`src/rtl/rs485_hdx_fifo_pkg.sv`:
```
// rs485_hdx_fifo_pkg: register map, status/control bit positions, FSM encodings and frame builder
package rs485_hdx_fifo_pkg;

    localparam logic [1:0] REG_DATA   = 2'd0;
    localparam logic [1:0] REG_STAT   = 2'd1;
    localparam logic [1:0] REG_CTRL   = 2'd2;
    localparam logic [1:0] REG_TIMING = 2'd3;

    localparam int ST_RXOVR = 3;
    localparam int ST_FERR  = 4;
    localparam int ST_TXOVF = 5;
    localparam int ST_PERR  = 6;

    localparam int CT_RXIE  = 16;
    localparam int CT_TXIE  = 17;
    localparam int CT_ERRIE = 18;

    typedef enum logic [1:0] {DE_IDLE, DE_PRE, DE_SEND, DE_POST} de_state_t;
    typedef enum logic [2:0] {RX_IDLE, RX_START, RX_DATA, RX_PAR, RX_STOP} rx_state_t;

    // Frame bits in send order from bit 0: start, data LSB first, parity (or a spare stop), stop
    function automatic logic [10:0] tx_frame(input logic [7:0] d, input logic par_en);
        return {1'b1, par_en ? ^d : 1'b1, d, 1'b0};
    endfunction

endpackage

```
`src/rtl/rs485_hdx_fifo_sync_fifo.sv`:
```
// rs485_sync_fifo: single-clock FIFO; push when full and pop when empty are ignored
module rs485_sync_fifo #(
    parameter int W  = 8,
    parameter int AW = 4
) (
    input  logic          clk_i,
    input  logic          rst_n_i,
    input  logic          push,
    input  logic [W-1:0]  wdata,
    input  logic          pop,
    output logic [W-1:0]  rdata,
    output logic          full,
    output logic          empty,
    output logic [AW:0]   count
);

    localparam int CW = AW + 1;

    logic [W-1:0]  mem [2**AW];
    logic [AW-1:0] wptr, rptr;
    logic          do_push, do_pop;

    assign do_push = push && !full;
    assign do_pop  = pop && !empty;
    assign full    = count == CW'(2**AW);
    assign empty   = count == '0;
    assign rdata   = mem[rptr];

    // Storage array, no reset needed
    always_ff @(posedge clk_i) begin
        if (do_push) mem[wptr] <= wdata;
    end

    // Pointers and occupancy; push and pop in one cycle both take effect
    always_ff @(posedge clk_i or negedge rst_n_i) begin
        if (!rst_n_i) begin
            wptr  <= '0;
            rptr  <= '0;
            count <= '0;
        end else begin
            wptr  <= wptr + AW'(do_push);
            rptr  <= rptr + AW'(do_pop);
            count <= count + CW'(do_push) - CW'(do_pop);
        end
    end

endmodule

```
`src/rtl/rs485_hdx_fifo.sv`:
```
// rs485_hdx_fifo: half-duplex RS485 controller with FIFOs, DE sequencing and register port; RS485_PARITY_EN adds even parity
module rs485_hdx_fifo
    import rs485_hdx_fifo_pkg::*;
#(
    parameter int          FIFO_AW  = 4,
    parameter logic [15:0] DIV_RST  = 16'd26,
    parameter logic [7:0]  PRE_RST  = 8'd1,
    parameter logic [7:0]  POST_RST = 8'd2
) (
    input  logic        clk_i,
    input  logic        rst_n_i,
    output logic        rs485_tx_o,
    input  logic        rs485_rx_i,
    output logic        rs485_de_o,
    input  logic [31:0] addr_32b_i,
    input  logic        wren_i,
    input  logic        rden_i,
    input  logic [31:0] din_32b_i,
    output logic [31:0] dout_32b_o,
    output logic        dout_32b_valid_o,
    output logic        interrupt_o
);

`ifdef RS485_PARITY_EN
    localparam int   NB     = 11;
    localparam logic PAR_EN = 1'b1;
`else
    localparam int   NB     = 10;
    localparam logic PAR_EN = 1'b0;
`endif

    logic [15:0]      div, baud_cnt;
    logic             tick, bit_end;
    logic             rx_ie, tx_ie, err_ie;
    logic [7:0]       pre, post;
    logic             rxovr, ferr, txovf, perr;
    logic             wr_data, wr_stat, wr_ctrl, wr_timing, rd_data;
    logic             tx_full, tx_empty, rx_full, rx_empty;
    logic [7:0]       tx_rdata, rx_rdata;
    logic [FIFO_AW:0] tx_count, rx_count;
    logic             tx_load, tx_idle;
    de_state_t        de_st;
    logic [3:0]       tcnt;
    logic [7:0]       bcnt;
    logic [10:0]      tx_sr;
    rx_state_t        rx_st;
    logic             rx_meta, rx_sync, rx_par;
    logic [3:0]       rcnt;
    logic [2:0]       rbit;
    logic [7:0]       rx_sr;
    logic             rx_done, par_bad, rx_push, set_ferr, set_perr, set_rxovr;
    logic [31:0]      stat, rd_mux;
    logic             unused_ok;

    assign wr_data   = wren_i && addr_32b_i[3:2] == REG_DATA;
    assign wr_stat   = wren_i && addr_32b_i[3:2] == REG_STAT;
    assign wr_ctrl   = wren_i && addr_32b_i[3:2] == REG_CTRL;
    assign wr_timing = wren_i && addr_32b_i[3:2] == REG_TIMING;
    assign rd_data   = rden_i && addr_32b_i[3:2] == REG_DATA;
    assign unused_ok = ^{addr_32b_i[31:4], addr_32b_i[1:0], din_32b_i[31:19], tx_count};

    rs485_sync_fifo #(.W(8), .AW(FIFO_AW)) u_tx_fifo (
        .clk_i   (clk_i),
        .rst_n_i (rst_n_i),
        .push    (wr_data),
        .wdata   (din_32b_i[7:0]),
        .pop     (tx_load),
        .rdata   (tx_rdata),
        .full    (tx_full),
        .empty   (tx_empty),
        .count   (tx_count)
    );

    rs485_sync_fifo #(.W(8), .AW(FIFO_AW)) u_rx_fifo (
        .clk_i   (clk_i),
        .rst_n_i (rst_n_i),
        .push    (rx_push),
        .wdata   (rx_sr),
        .pop     (rd_data),
        .rdata   (rx_rdata),
        .full    (rx_full),
        .empty   (rx_empty),
        .count   (rx_count)
    );

    assign tick    = baud_cnt == 16'd0;
    assign bit_end = tick && tcnt == 4'd15;
    assign tx_idle = de_st == DE_IDLE && tx_empty;
    // A frame starts when the lead expires, straight from IDLE with no lead, or chained from SEND/POST
    assign tx_load = !tx_empty && ((de_st == DE_IDLE && pre == 8'd0)
                  || (de_st == DE_PRE && bit_end && {1'b0, bcnt} + 9'd1 >= {1'b0, pre})
                  || (de_st == DE_SEND && bit_end && bcnt == 8'(NB - 1))
                  || de_st == DE_POST);

    assign rx_done   = !rs485_de_o && rx_st == RX_STOP && tick && rcnt == 4'd15;
    assign par_bad   = PAR_EN && (rx_par != ^rx_sr);
    assign set_ferr  = rx_done && !rx_sync;
    assign set_perr  = rx_done && rx_sync && par_bad;
    assign set_rxovr = rx_done && rx_sync && !par_bad && rx_full;
    assign rx_push   = rx_done && rx_sync && !par_bad && !rx_full;

    assign stat = {16'd0, 8'(rx_count), 1'b0, perr, txovf, ferr, rxovr, tx_idle, tx_full, !rx_empty};
    assign interrupt_o = (rx_ie && !rx_empty) || (tx_ie && tx_idle) || (err_ie && (rxovr || ferr || txovf || perr));

    // Read data selection for the registered read port
    always_comb begin
        rd_mux = addr_32b_i[3:2] == REG_DATA ? (rx_empty ? 32'd0 : {24'd0, rx_rdata})
               : addr_32b_i[3:2] == REG_STAT ? stat
               : addr_32b_i[3:2] == REG_CTRL ? {13'd0, err_ie, tx_ie, rx_ie, div}
               : {16'd0, post, pre};
    end

    // Configuration, sticky flags, baud counter and registered read port
    always_ff @(posedge clk_i or negedge rst_n_i) begin
        if (!rst_n_i) begin
            div              <= DIV_RST;
            baud_cnt         <= DIV_RST;
            {err_ie, tx_ie, rx_ie} <= 3'b000;
            pre              <= PRE_RST;
            post             <= POST_RST;
            {rxovr, ferr, txovf, perr} <= 4'b0000;
            dout_32b_o       <= 32'd0;
            dout_32b_valid_o <= 1'b0;
        end else begin
            baud_cnt <= wr_ctrl ? din_32b_i[15:0] : tick ? div : baud_cnt - 16'd1;
            if (wr_ctrl) {err_ie, tx_ie, rx_ie, div} <= {din_32b_i[CT_ERRIE], din_32b_i[CT_TXIE], din_32b_i[CT_RXIE], din_32b_i[15:0]};
            if (wr_timing) {post, pre} <= din_32b_i[15:0];
            rxovr <= set_rxovr || (rxovr && !(wr_stat && din_32b_i[ST_RXOVR]));
            ferr  <= set_ferr || (ferr && !(wr_stat && din_32b_i[ST_FERR]));
            txovf <= (wr_data && tx_full) || (txovf && !(wr_stat && din_32b_i[ST_TXOVF]));
            perr  <= set_perr || (perr && !(wr_stat && din_32b_i[ST_PERR]));
            dout_32b_o       <= rden_i ? rd_mux : 32'd0;
            dout_32b_valid_o <= rden_i;
        end
    end

    // DE sequencer and TX shifter: lead, frames back to back, lag, all in 16-tick bit times
    always_ff @(posedge clk_i or negedge rst_n_i) begin
        if (!rst_n_i) begin
            de_st      <= DE_IDLE;
            rs485_de_o <= 1'b0;
            rs485_tx_o <= 1'b1;
            tcnt       <= 4'd0;
            bcnt       <= 8'd0;
            tx_sr      <= '1;
        end else begin
            if (tick) tcnt <= tcnt + 4'd1;
            if (tx_load) begin
                de_st      <= DE_SEND;
                rs485_de_o <= 1'b1;
                rs485_tx_o <= 1'b0;
                tx_sr      <= tx_frame(tx_rdata, PAR_EN);
                tcnt       <= 4'd0;
                bcnt       <= 8'd0;
            end else begin
                case (de_st)
                    DE_IDLE: if (!tx_empty) begin
                        de_st      <= DE_PRE;
                        rs485_de_o <= 1'b1;
                        tcnt       <= 4'd0;
                        bcnt       <= 8'd0;
                    end
                    DE_PRE: if (bit_end) bcnt <= bcnt + 8'd1;
                    DE_SEND: if (bit_end) begin
                        if (bcnt == 8'(NB - 1)) begin
                            de_st      <= post == 8'd0 ? DE_IDLE : DE_POST;
                            rs485_de_o <= post != 8'd0;
                            bcnt       <= 8'd0;
                        end else begin
                            bcnt       <= bcnt + 8'd1;
                            rs485_tx_o <= tx_sr[1];
                            tx_sr      <= {1'b1, tx_sr[10:1]};
                        end
                    end
                    DE_POST: if (bit_end) begin
                        if ({1'b0, bcnt} + 9'd1 >= {1'b0, post}) begin
                            de_st      <= DE_IDLE;
                            rs485_de_o <= 1'b0;
                        end else begin
                            bcnt <= bcnt + 8'd1;
                        end
                    end
                    default: de_st <= DE_IDLE;
                endcase
            end
        end
    end

    // RX synchroniser and shifter; held idle while driving so our own echo is dropped
    always_ff @(posedge clk_i or negedge rst_n_i) begin
        if (!rst_n_i) begin
            rx_meta <= 1'b1;
            rx_sync <= 1'b1;
            rx_st   <= RX_IDLE;
            rcnt    <= 4'd0;
            rbit    <= 3'd0;
            rx_sr   <= 8'd0;
            rx_par  <= 1'b0;
        end else begin
            rx_meta <= rs485_rx_i;
            rx_sync <= rx_meta;
            if (tick) rcnt <= rcnt + 4'd1;
            if (rs485_de_o) begin
                rx_st <= RX_IDLE;
            end else begin
                case (rx_st)
                    RX_IDLE: if (!rx_sync) begin
                        rx_st <= RX_START;
                        rcnt  <= 4'd0;
                    end
                    RX_START: if (tick && rcnt == 4'd7) begin
                        rx_st <= rx_sync ? RX_IDLE : RX_DATA;
                        rcnt  <= 4'd0;
                        rbit  <= 3'd0;
                    end
                    RX_DATA: if (tick && rcnt == 4'd15) begin
                        rx_sr <= {rx_sync, rx_sr[7:1]};
                        rbit  <= rbit + 3'd1;
                        if (rbit == 3'd7) rx_st <= PAR_EN ? RX_PAR : RX_STOP;
                    end
                    RX_PAR: if (tick && rcnt == 4'd15) begin
                        rx_par <= rx_sync;
                        rx_st  <= RX_STOP;
                    end
                    RX_STOP: if (tick && rcnt == 4'd15) rx_st <= RX_IDLE;
                    default: rx_st <= RX_IDLE;
                endcase
            end
        end
    end

endmodule

```
`config.mk`:
```
export PLATFORM = sky130hd
export DESIGN_NAME = rs485_hdx_fifo
export DESIGN_NICKNAME = d
export VERILOG_FILES = /design/src/rtl/rs485_hdx_fifo_pkg.sv /design/src/rtl/rs485_hdx_fifo_sync_fifo.sv /design/src/rtl/rs485_hdx_fifo.sv
export SDC_FILE = /design/constraint.sdc
export NUM_CORES = 1
export LEC_CHECK = 0
export BUFFER_PORTS_ARGS = -buffer_cell sky130_fd_sc_hd__buf_2
export CAP_MARGIN = 5
export CORE_AREA = 2 2 239 217
export DETAILED_ROUTE_END_ITERATION = 10
export DIE_AREA = 0 0 241 219
export HOLD_SLACK_MARGIN = 0.1
export MAX_ROUTING_LAYER = met4
export SYNTH_ARGS = -nofsm -noshare
export SYNTH_HDL_FRONTEND = slang
export SYNTH_SLANG_ARGS = --single-unit
```
`constraint.sdc`:
```
create_clock -name clk_i -period 5.2 [get_ports clk_i]
set_input_delay 0.52 -clock clk_i [delete_from_list [all_inputs] [get_ports clk_i]]
set_output_delay 0.52 -clock clk_i [all_outputs]
set_load 0.1 [all_outputs]
```
**After elaboration in Yosys (flattened, before gate mapping)**

Memory sizes are Yosys's and may differ from the RTL's.
Cells that the tools add are included.
Widths: inputs -> output; s select.

- Reductions and logical operators: 78
- $lt $le $gt $ge: 2
- Add/subtract/negate cells: 14
- Eq/ne operators: 33
- Bitwise gates (word level): 1
- Muxes and demuxes: 63

Operators with widths:

| operator | number |
|---|---|
| $mux 19 | 4 |
| $mux 8 | 8 |
| $mux 11 | 4 |
| $logic_and 1x1->1 | 38 |
| $mux 16 | 2 |
| $mux 4 | 8 |
| $pmux 8 s4 | 1 |
| $mux 3 | 9 |
| $ge 9x8->1 | 2 |
| $ne 3x2->1 const B | 6 |
| $add 4x1->4 | 4 |
| $logic_not 16->1 | 1 |
| $logic_not 8->1 | 2 |
| $mux 2 | 8 |
| $sub 16x1->16 const B | 1 |
| $ne 3x3->1 const B | 5 |
| $pmux 3 s5 | 1 |
| $mux 1 | 14 |
| $reduce_and 6->1 | 2 |
| $logic_or 1x1->1 | 11 |
| $add 5x1->5 | 2 |
| $eq 5x5->1 const B | 2 |
| $logic_not 1->1 | 10 |
| $logic_not 5->1 | 2 |
| 29 further kinds | 44 |

- Bits in registers: 148
- Memories: 2
- Input bits: 69
- Memory bits (writable): 256
- Output and inout port bits: 36

Memories:

| name | depth | width | read ports | clocked after memory_dff | wr ports | RTL line | source |
|---|---|---|---|---|---|---|---|
| u_rx_fifo.mem | 16 | 8 | 1 | 0 | 1 | rs485_hdx_fifo_sync_fifo.sv:19 | `logic [W-1:0] mem [2**AW];` |
| u_tx_fifo.mem | 16 | 8 | 1 | 0 | 1 | rs485_hdx_fifo_sync_fifo.sv:19 |  |

**Longest topological paths before layout**

Gate-level depths: netlist of the first run.

- Word-level depth: 10
- Gate-level depth with buffers: 21
- Gate-level depth less buffers: 19

**By module**

Synthesis of the first run repeated with hierarchy kept, for this count alone.

- Cells, all modules: 1,261
- Area, all modules: 17,707.0 um2

By module, submodules not included:

| module | cells an instance | instances | area each (um2) | seq. area each (um2) |
|---|---|---|---|---|
| rs485_sync_fifo | 309 | 2 | 5,725.5 | 4,169.0 |
| rs485_hdx_fifo | 643 | 1 | 6,256.0 | 3,001.6 |

**Worst setup path before layout of the first run**

Ideal clock, no wire load.

- Path type: register to register
- From: register bcnt[0]
- To: register u_tx_fifo.count[4]
- Cell stages (with the launch flop): 22
- Data required time: 5.077 ns
- Library setup time: 0.123 ns
- Path slack: 0.888 ns
- Arrival time: 4.189 ns
- Buffers on the path: 2
- Cell sequence: dfrtp_1 > ha_1 > and3_1 > clkbuf_1 > nand3_1 > xnor2_1 > ha_1 > a21o_1 > a21oi_1 > o21ai_0 > o311a_2 > a311oi_4 > nor2_4 > buf_6 > ha_1 > inv_1 > ha_1 > fa_1 > a21oi_1 > nor2_1 > nor2_1 > xnor2_1

- Word-level cells in the longest chain between the ends: 9

Ends and longest elaborated chain:

| element | RTL line | source |
|---|---|---|
| start: declaration | rs485_hdx_fifo.sv:44 | `logic [7:0] bcnt;` |
| start signal: assignment | rs485_hdx_fifo.sv:163 | `DE_PRE: if (bit_end) bcnt <= bcnt + 8'd1;` |
| start signal: assignment | rs485_hdx_fifo.sv:170 | `bcnt <= bcnt + 8'd1;` |
| start signal: assignment | rs485_hdx_fifo.sv:180 | `bcnt <= bcnt + 8'd1;` |
| $add 8x1->9 | rs485_hdx_fifo.sv:91 | `\|\| (de_st == DE_PRE && bit_end && {1'b0, bcnt} + 9'd1 >= {1'b0, pre})` |
| $ge 9x8->1 | rs485_hdx_fifo.sv:91 |  |
| $logic_and 1x1->1 | rs485_hdx_fifo.sv:91 |  |
| $logic_or 1x1->1 | rs485_hdx_fifo.sv:91 |  |
| $logic_or 1x1->1 * | rs485_hdx_fifo.sv:92 | `\|\| (de_st == DE_SEND && bit_end && bcnt == 8'(NB - 1))` |
| $logic_or 1x1->1 * | rs485_hdx_fifo.sv:93 | `\|\| de_st == DE_POST);` |
| $logic_and 1x1->1 * | rs485_hdx_fifo.sv:90 | `assign tx_load = !tx_empty && ((de_st == DE_IDLE && pre == 8'd0)` |
| $logic_and 1x1->1 * | rs485_hdx_fifo_sync_fifo.sv:24 | `assign do_pop = pop && !empty;` |
| $sub 5x1->5 * | rs485_hdx_fifo_sync_fifo.sv:43 | `count <= count + CW'(do_push) - CW'(do_pop);` |
| end signal: assignment | rs485_hdx_fifo_sync_fifo.sv:43 |  |
| end: declaration | rs485_hdx_fifo_sync_fifo.sv:14 | `output logic [AW:0] count` |

Mark *: on every way between the ends. The rest lies on a longest branch, timed or not.
A chain may end at the register's enable or synchronous reset.

**Worst setup path in the final report of the first run**

Ends and elaborated chain as after synthesis.

==> results of run 1 <==
## power groups by stage
stage	Combinational, mW	Sequential (mW)	Clock (mW)
after floorplan	1.63	4.05	0
after global placement	2.07	4.17	0
after detailed placement	2.10	4.18	0
after CTS	2.11	4.12	3.05
after global routing	2.29	4.17	3.17
final	2.08	4.11	2.98
## layout make-up
type / instances / share of cell area (%)
sequential: 401 / 57.2
clock inverter: 15 / 0.871
clock buffer: 63 / 6.00
tap: 680 / 4.29
multi-input combinational: 720 / 28.9
timing repair buffer: 66 / 1.95
inverter: 41 / 0.777
## synthesized netlist by cell type (all sizes together) (11+ instances only)
cell	instances
a21oi	34
buf	28
clkbuf	31
dfrtp	126
dfstp	19
edfxtp	256
ha	43
inv	39
mux2	36
mux2i	75
mux4	41
nand2	126
nand3	23
nor2	76
nor2b	11
nor3	16
o21ai	33
o221ai	33
xnor2	19
xor2	18
## final timing paths
check | endpoint | slack, ps
min in group asynchronous | dout_32b_o[5]$_DFF_PN0_ | 520
setup / recovery | u_tx_fifo.count[4]$_DFF_PN0_ | 510
hold / removal | div[11]$_DFFE_PN0P_ | 190
hold reg to reg | rx_sync$_DFF_PN1_ | 350
setup reg to reg | u_tx_fifo.count[4]$_DFF_PN0_ | 510
max in group asynchronous | rx_sr[4]$_DFFE_PN0P_ | 3440
## repair_timing
action	in CTS	in global routing
endpoints found under the setup margin	0	0
hold buffers	2	0
endpoints found under the hold margin	60	0
## cell families after synthesis
kind of cell,count (synthesis),synth area share [%]
flip-flops,401,65.0
buffers and inverters,100,2.54
XOR/XNOR,37,1.86
AO/OA/AOI/OAI,157,6.33
other,1,0.0215
multiplexers,152,11.9
adder cells (fa/ha/maj),45,3.31
AND/OR/NAND/NOR,316,9.03
## stage by stage
| stage | hold WS [ps] | cell area (um2) | utilization (%) | setup WS, ps |
|---|---|---|---|---|
| after floorplan | 224 | 17500 | - | 888 |
| after global placement | 346 | 18400 | 36.7 | 596 |
| after detailed placement | 349 | 18400 | 36.7 | 562 |
| after CTS | 166 | 19800 | 39.5 | 524 |
| after global routing | 187 | 19800 | 39.5 | 151 |
| final | 187 | 19800 | 39.5 | 507 |
## flip-flops by register name (all words and copies together) (netlist names), 5 cells and up
name and flops:
u_tx_fifo.count 5, baud_cnt 16, dout_32b_o 19, pre 8, div 16, post 8
u_tx_fifo.mem 128, u_rx_fifo.mem 128, u_rx_fifo.count 5, bcnt 8, rx_sr 8, tx_sr 9
## worst max-delay path, stage by stage (launching register included)
cell and delay [ps]:
dfrtp_1 470, ha_1 260, and3_1 290, nand3_1 170, xnor2_1 290, ha_1 310
a21o_1 180, a21oi_1 140, o21ai_0 90, o311a_2 400, a311oi_4 340, nor2_4 210
ha_1 360, inv_1 40, ha_1 220, fa_1 420, a21oi_1 140, nor2_1 50
nor2_1 110, xnor2_1 130
## routing by layer
layer	up-vias	track usage, %
li1	4648	-
met1	5188	21.8
met2	196	24.5
met3	46	2.25
met4	0	3.23
met5	-	-
==> reports/metrics.cfg, run 1 <==
[status]
outcome=finished, final reports clean

[die]
core_um2=50200
rows=78
io_pins=105
chipHeight_um=219
chipWidth_um=241
die_area_um2=52800
start_util_pct=34.8

[power_and_ir_drop]
cellPowerDensity_nw_per_um2=463
combPwrFrac_pct=22.7
pwr-share-seq_pct=44.8
p_leak_nw=7.31
cell_internal_pwr_mw=6.27
peakVddDrop_mv=0.265
clockPowerShare_pct=32.5
switching_share_pct=31.7
power_mw=9.17
p_sw_mw=2.90

[logic_synthesis]
synth_top_area_cell=edfxtp_1
ys.flop_type=edfxtp_1
postSynth.asyncResetShare_pct=36.2
ys_types=72
netlist_area_um2=17400
ys_ff_latch=401
yosysWarnings=0
avgSynthCellArea_um2=14.4
syn_inst=1209
ys_seq_area_share_pct=65.0
synth_edf_count=256
synth.top_cell.area_share_pct=44.1
synth_area_leaders=edfxtp_1 (44%), dfrtp_1 (18%), mux4_2 (5.3%)

[sta]
skew_ps=26.4
post-route-period-util_pct=90.3
final-max-slew-violation-count=0
rsz0062_at_grt=no
slew_headroom_pct=29.7
min_period_ps=4690
finalSetupViolCount=0
hold_violations=0
max_slew.worst_pin.slew_ps=1050
max_freq_mhz=213
fin_tns_setup_ps=0

[global_route]
grt_remaining_overflow=0
grt_max_degree=73
grt_first_pass_wirelength_mm=61.0
antenna_found_initial=0
grt_pass1_vias=10100
grt_usage_pct=15.7

[worst_hold_path]
hp-class=in2reg
hold_path.startpoint=din_32b_i[11]
holdPathStages=3

[clock_tree]
cts_resized=0
cts_setup_buffers=0
clock_path_buffers=3
htree_levels=2
clk_pin_slew_ps=60
cts_made_buffers=42
cts_tree=done
cts_sinks=401
root_buffer=clkbuf_16
insertion_delay_ps=570

[routing]
avgRoutedWirePerCell_um=19.6
drc=0
routed_via_density=5.07
wl_met2_mm=18.5
drt_iter0_markers=714
wl_met3_mm=1.61
wl_met1_mm=18.2
ant_nets=0
firstDrtPassIters=7
drt-total-wl_mm=38.9
maxUsedRoutingLayer=met4
num_vias=10100

[setup_path]
cp-startpoint=bcnt[0]$_DFFE_PN0P_
path_max_fanout=20
worstPathRequired_ps=5680
r2r_cells=19
end_kind=flop
path_class=reg2reg
start_kind=flop
r2r-start=bcnt[0]$_DFFE_PN0P_
crit_arrival_ps=5180

[placement]
hpwlAfterDp_mm=25.6
port-buffer-count=48
dp.cells=1906
place.gp.congestion=0.838

[finish]
num_antenna_cells=0
syn2layout_area_growth_pct=13.6
stdcell_count=1986
design.final.nets=1386
final_common_cell=edfxtp_1
regArea_um2=11300
nFillCells=4705
final_cell_mix=edfxtp_1 (256), nand2_1 (126), dfrtp_1 (124)
drive_gt1_share_pct=19.2
multi_input_area_um2=5720

[run]
maxCapViolations=0

Power figures use the tool's default switching activity.
==> inputs of run 2 (changes only) <==
- ABC_AREA: default -> 1
- CORE_AREA: 2 2 239 217 -> 2 2 240 218
- DIE_AREA: 0 0 241 219 -> 0 0 242 220
- TNS_END_PERCENT: default -> 10
- clock period: 5.2 -> 5 ns (I/O delays scaled with it)
==> reports/metrics.cfg, run 2 <==
[routing]
routed_via_density=4.99  ; -1.6%
num_vias=12000  ; +19%
ant_nets=0  ; unchanged
firstDrtPassIters=5  ; -2
avgRoutedWirePerCell_um=17.8  ; -9.4%
drc=0  ; unchanged
drt-total-wl_mm=42.6  ; +9.4%
drt_iter0_markers=1036  ; +45%

[finish]
post-route-cell-area_um2=19900  ; +0.26%
design.final.nets=1791  ; +29%
largestRegisters=u_rx_fifo.mem (128), u_tx_fifo.mem (128), dout_32b_o (19)
drive_gt1_share_pct=10.1  ; -9.1 points
syn2layout_area_growth_pct=12.8
stdcell_count=2400  ; +21%
final_cell_mix=nand2_1 (272), edfxtp_1 (256), nor2_1 (213)
final_common_cell=nand2_1
fin_util_pct=39.0  ; -0.55 points

[power_and_ir_drop]
power_mw=9.63  ; +5.0%
p_leak_nw=7.80  ; +6.7%
cell_internal_pwr_mw=6.29  ; +0.34%
combPwrFrac_pct=25.8  ; +3.1 points
clockPowerShare_pct=31.2  ; -1.3 points
pwr-share-seq_pct=43.0  ; -1.8 points
peakVddDrop_mv=0.273  ; +3.0%
cellPowerDensity_nw_per_um2=485  ; +4.7%
p_sw_mw=3.34  ; +15%
switching_share_pct=34.7  ; +3.0 points

[die]
start_util_pct=34.5  ; -0.23 points
rows=79  ; +1.3%
chipWidth_um=242  ; +0.41%
core_um2=51000  ; +1.7%
die_area_um2=53200  ; +0.87%
chipHeight_um=220  ; +0.46%
io_pins=105  ; unchanged

[logic_synthesis]
synth_edf_count=256  ; unchanged
postSynth.asyncResetShare_pct=36.2  ; unchanged
ys_seq_area_share_pct=64.4  ; -0.64 points
avgSynthCellArea_um2=10.8  ; -25%
yosysWarnings=0  ; unchanged
synth_top_area_cell=edfxtp_1
ys_ff_latch=401  ; unchanged
synth.top_cell.area_share_pct=43.6  ; -0.43 points
netlist_area_um2=17600  ; +0.99%
ys_types=56  ; -22%
syn_inst=1632  ; +35%
post-synth-top-count-cell=nand2_1
ys.flop_type=edfxtp_1
yosys-top-cells-count=nand2_1 (272), edfxtp_1 (256), nor2_1 (213), o21ai_0 (196), inv_1 (136)
synth_area_leaders=edfxtp_1 (44%), dfrtp_1 (18%), nand2_1 (5.8%)

[setup_path]
r2r_cells=25  ; +6
worstPathRequired_ps=5480  ; -200 ps
r2r-start=bcnt[0]$_DFFE_PN0P_
crit_arrival_ps=4290  ; -890 ps
end_kind=flop
path_max_fanout=15  ; -25%
timing.rr.end=u_tx_fifo.count[4]$_DFF_PN0_
start_kind=flop
r2r_setup_slack_ps=1200  ; +690 ps
path_class=reg2reg
cp-startpoint=bcnt[0]$_DFFE_PN0P_

[worst_hold_path]
hp-class=in2reg
holdPathStages=1  ; -2
hold_path.startpoint=rden_i
worst_hold_path.endpoint=dout_32b_valid_o$_DFF_PN0_

[placement]
port-buffer-count=48  ; unchanged
place_area_um2=18500  ; +0.51%
place.gp.congestion=0.898  ; +7.1%
post-place-ws_ps=1170  ; +606 ps
dp.cells=2319  ; +22%
hpwlAfterDp_mm=28.4  ; +11%

[sta]
slew_headroom_pct=28.4  ; -1.3 points
skew_ps=24.7  ; -1.72 ps
min_period_ps=3800  ; -888 ps
setup_slack_ps=1200  ; +688 ps
max_freq_mhz=263  ; +23%
max_slew.worst_pin.slew_ps=1070  ; +22.5 ps
hold_slack_ps=164  ; -22.9 ps
fin_tns_setup_ps=0  ; unchanged
finalSetupViolCount=0  ; unchanged
post-route-period-util_pct=76.1  ; -14 points
rsz0062_at_grt=no
final-max-slew-violation-count=0  ; unchanged
hold_violations=0  ; unchanged

[status]
outcome=finished, final reports clean

[global_route]
grt_first_pass_wirelength_mm=66.6  ; +9.2%
grt_usage_pct=16.5  ; +0.89 points
grt_max_degree=95  ; +30%
grt_pass1_vias=11500  ; +13%
grt_remaining_overflow=0  ; unchanged
antenna_found_initial=3  ; +3

[clock_tree]
cts_made_buffers=42  ; unchanged
htree_levels=2  ; unchanged
cts_resized=0  ; unchanged
clk_pin_slew_ps=60  ; about the same
hold_buffers=2  ; unchanged
cts_tree=done
insertion_delay_ps=560  ; about the same
cts_setup_buffers=0  ; unchanged
cts_sinks=401  ; unchanged
clock_path_buffers=3  ; unchanged
root_buffer=clkbuf_16

[run]
maxCapViolations=0  ; unchanged

run 2: changes by cell type after synthesis, sizes merged, moves of 35 or more:
cell	delta
o21ai	+164
nand2	+153
nor2	+144
inv	+101
mux2i	-63
mux4	-41
mux2	-35
run 2: worst max-delay path by stage:
| stage | endpoint | slack [ps] | cells past startpoint |
|---|---|---|---|
| 4_1_cts | u_tx_fifo.count[4]$_DFF_PN0_ | 1170 | 25 |
| 6_report | u_tx_fifo.count[4]$_DFF_PN0_ | 1200 | 25 |
| 3_3_place_gp | u_tx_fifo.count[4]$_DFF_PN0_ | 1210 | 25 |
| 3_5_place_dp | u_tx_fifo.count[4]$_DFF_PN0_ | 1170 | 25 |
| 2_1_floorplan | u_tx_fifo.count[4]$_DFF_PN0_ | 1530 | 26 |
| 5_1_grt | u_tx_fifo.count[4]$_DFF_PN0_ | 790 | 25 |
run 2: cells by family (layout without fill, tap and decap cells):
family	after synthesis	after routing	synth area share (%)
AO/OA/AOI/OAI	355	355	11.5
XOR/XNOR	31	31	1.54
adder cells (fa/ha/maj)	45	45	3.28
buffers and inverters	212	278	4.86
flip-flops	401	401	64.4
multiplexers	13	13	0.746
other	1	15	0.0213
AND/OR/NAND/NOR	574	574	13.7
run 2: final cells by class:
type | count | area, um2
inverters | 143 | 537
diodes | 2 | 5.00
clock buffers | 52 | 1130
multi-input cells | 1031 | 5470
repair buffers | 58 | 339
well taps | 688 | 861
fillers | 4949 | 31100
clock inverters | 25 | 185
flip-flops and latches | 401 | 11300
run 2: metal layers:
layer	vias to the layer above	track usage (%)	part of all wire, %	wire length [um]
li1	5727	-	-	-
met3	78	3.50	7.2	3050
met4	0	4.81	2.4	1020
met2	357	24.3	44	18800
met5	-	-	0	0
met1	5816	23.1	46	19800
run 2: critical path: stages, from the launching register on:
cell and delay, ps:
dfrtp_1 460, ha_1 270, nand3_1 100, xor2_1 200
inv_1 100, ha_1 300, nand2_1 70, inv_1 40
nand3b_1 70, nand3_1 70, nand2_1 60, nand2_1 50
nand2_1 50, nand2_1 40, nand2_1 70, nand2_2 60
nand2_4 150, inv_2 150, ha_1 300, inv_1 40
ha_1 210, fa_1 410, a21oi_1 140, nor2_1 50
nor2_1 110, xor2_1 150
run 2: power groups by stage:
stage / registers [mW] / clock network [mW] / logic, mW
floorplan: 4.25 / 0 / 1.70
global placement: 4.20 / 0 / 2.43
detailed placement: 4.20 / 0 / 2.48
CTS: 4.14 / 3.06 / 2.50
global route: 4.19 / 3.19 / 2.80
finish: 4.14 / 3.00 / 2.48
==> inputs of run 3 (changes only) <==
- clock period: 5 -> 3.9 ns (I/O delays scaled with it)
==> reports/metrics.cfg, run 3 (synthesized netlist as in run 2, its figures left out) <==
[finish]
syn2layout_area_growth_pct=14.8
final_common_cell=nand2_1
largestRegisters=u_rx_fifo.mem (128), u_tx_fifo.mem (128), dout_32b_o (19)
final_cell_mix=nand2_1 (272), edfxtp_1 (256), nor2_1 (213)
fin_util_pct=39.7  ; +0.72 points
stdcell_count=2436  ; +1.5%
drive_gt1_share_pct=11.5  ; +1.3 points
design.final.nets=1825  ; +1.9%

[placement]
dp.cells=2346  ; +1.2%
hpwlAfterDp_mm=28.8  ; +1.4%
port-buffer-count=48  ; unchanged
place.gp.congestion=0.904  ; +0.61%

[clock_tree]
cts_made_buffers=42  ; unchanged
cts_tree=done
root_buffer=clkbuf_16
htree_levels=2  ; unchanged
cts_setup_buffers=0  ; unchanged
insertion_delay_ps=580  ; +20 ps
clk_pin_slew_ps=60  ; about the same
clock_path_buffers=3  ; unchanged
cts_sinks=401  ; unchanged

[sta]
hold_violations=0  ; unchanged
rsz0062_at_grt=no
finalSetupViolCount=0  ; unchanged
max_slew.worst_pin.slew_ps=1060  ; -11.3 ps
fin_tns_setup_ps=0  ; unchanged
max_freq_mhz=280  ; +6.6%
skew_ps=29.8  ; +5.11 ps
post-route-period-util_pct=91.5  ; +15 points
slew_headroom_pct=27.3  ; -1.1 points
final-max-slew-violation-count=0  ; unchanged
min_period_ps=3570  ; -237 ps
hold_slack_ps=140  ; -24.5 ps

[setup_path]
cp_top_family=adder cells
path_max_fanout=7  ; -8
path_class=reg2reg
worst-path-buf-inv=4  ; unchanged
max_stage_delay_ps=450  ; about the same
r2r_cells=25  ; unchanged
end_kind=flop
start_kind=flop
crit_path_top_delay_cell=dfrtp_2
crit_cells=25  ; unchanged
crit_top_cell=nand2_1
crit_arrival_ps=4060  ; -230 ps
worstPathRequired_ps=4400  ; -1080 ps

[global_route]
grt_first_pass_wirelength_mm=67.7  ; +1.6%
grt_max_degree=96  ; +1.1%
grt_pass1_vias=11800  ; +3.1%
grt_usage_pct=16.9  ; +0.33 points
grt_remaining_overflow=0  ; unchanged
antenna_found_initial=4  ; +1

[routing]
num_vias=12200  ; +1.6%
ant_nets=0  ; unchanged
avgRoutedWirePerCell_um=17.6  ; -0.75%
routed_via_density=5.00  ; +0.13%
drc=0  ; unchanged
drt-total-wl_mm=42.9  ; +0.74%
drt_iter0_markers=1068  ; +3.1%
firstDrtPassIters=6  ; +1

[worst_hold_path]
hp-class=in2reg
holdPathStages=3  ; +2

[status]
outcome=finished, final reports clean

[power_and_ir_drop]
power_mw=12.6  ; +31%
cellPowerDensity_nw_per_um2=622  ; +28%
peakVddDrop_mv=0.427  ; +56%
p_leak_nw=8.01  ; +2.7%

[die]
die_area_um2=53200  ; unchanged
chipHeight_um=220  ; unchanged
start_util_pct=34.5  ; unchanged
rows=79  ; unchanged
core_um2=51000  ; unchanged
chipWidth_um=242  ; unchanged
io_pins=105  ; unchanged

[run]
maxCapViolations=0  ; unchanged

## run 3: cell count changes in the layout (fill, tap and decap cells not counted), sizes merged
cell | previous run | this run
buf | 56 | 83
diode | 2 | 3
clkinv | 22 | 13
dlygate4sd3 | 2 | 9
inv | 141 | 140
clkbuf | 52 | 65
clkinvlp | 3 | 1
## run 3: cell type report
cell class | count | area (um2)
clock buffer | 65 | 1280
timing repair buffer | 92 | 599
inverter | 143 | 537
tap | 688 | 861
sequential | 401 | 11300
antenna | 3 | 7.51
fill | 4963 | 30800
multi-input combinational | 1031 | 5470
clock inverter | 13 | 138
## run 3: worst paths after layout
kind | start | to | slack, ps
worst max-delay path | bcnt[0]$_DFFE_PN0P_ | u_tx_fifo.count[4]$_DFF_PN0_ | 330
worst min-delay path | din_32b_i[13] | div[13]$_DFFE_PN0P_ | 140
worst max register to register | bcnt[0]$_DFFE_PN0P_ | u_tx_fifo.count[4]$_DFF_PN0_ | 330
worst min register to register | rx_meta$_DFF_PN1_ | rx_sync$_DFF_PN1_ | 360
max in group asynchronous | rst_n_i | post[1]$_DFFE_PN1P_ | 2390
min in group asynchronous | rst_n_i | rx_sr[6]$_DFFE_PN0P_ | 480
## run 3: per-layer routing
layer	vias up	wire length (um)	GRT usage, %	share of wire, %
met5	-	0	-	0
met4	0	1110	5.14	2.6
met3	71	3020	3.39	7.0
met2	387	18600	24.6	43
met1	5920	20200	23.7	47
li1	5796	-	-	-
## run 3: stage by stage
step | worst slack [ps] | instance area, um2
global route | 26.4 | 20200
global placement | 342 | 18700
detailed placement | 312 | 18700
CTS | 303 | 20200
floorplan | 432 | 17700
finish | 332 | 20200
## run 3: worst register-to-register path, cell delays in order (launching register included)
cell and delay [ps]:
dfrtp_2 450, ha_1 250, nand3_1 110, xor2_1 210, inv_1 90, ha_1 300
nand2_1 70, inv_1 50, nand3b_1 70, nand3_1 70, nand2_1 60, nand2_1 50
nand2_1 60, nand2_1 50, nand2_1 70, nand2_2 70, nand2_4 60, inv_2 40
ha_1 260, inv_1 40, ha_1 210, fa_1 410, a21oi_1 150, nor2_1 50
nor2_1 110, xor2_1 150
## run 3: report_power, final
part           switching (mW)  leakage [nW]  total [mW]  internal (mW)
Clock                    1.64         0.696        4.04           2.40
Sequential              0.310          3.84        5.23           4.92
Combinational            2.32          3.47        3.31          0.982
Total                    4.28          8.01        12.6           8.30
## run 3: timing repair
| action | CTS | global route |
|---|---|---|
| gates resized for setup | 0 | 1 |
| hold endpoints to repair | 96 | 0 |
| setup endpoints to repair | 0 | 1 |
| hold buffers | 9 | 0 |
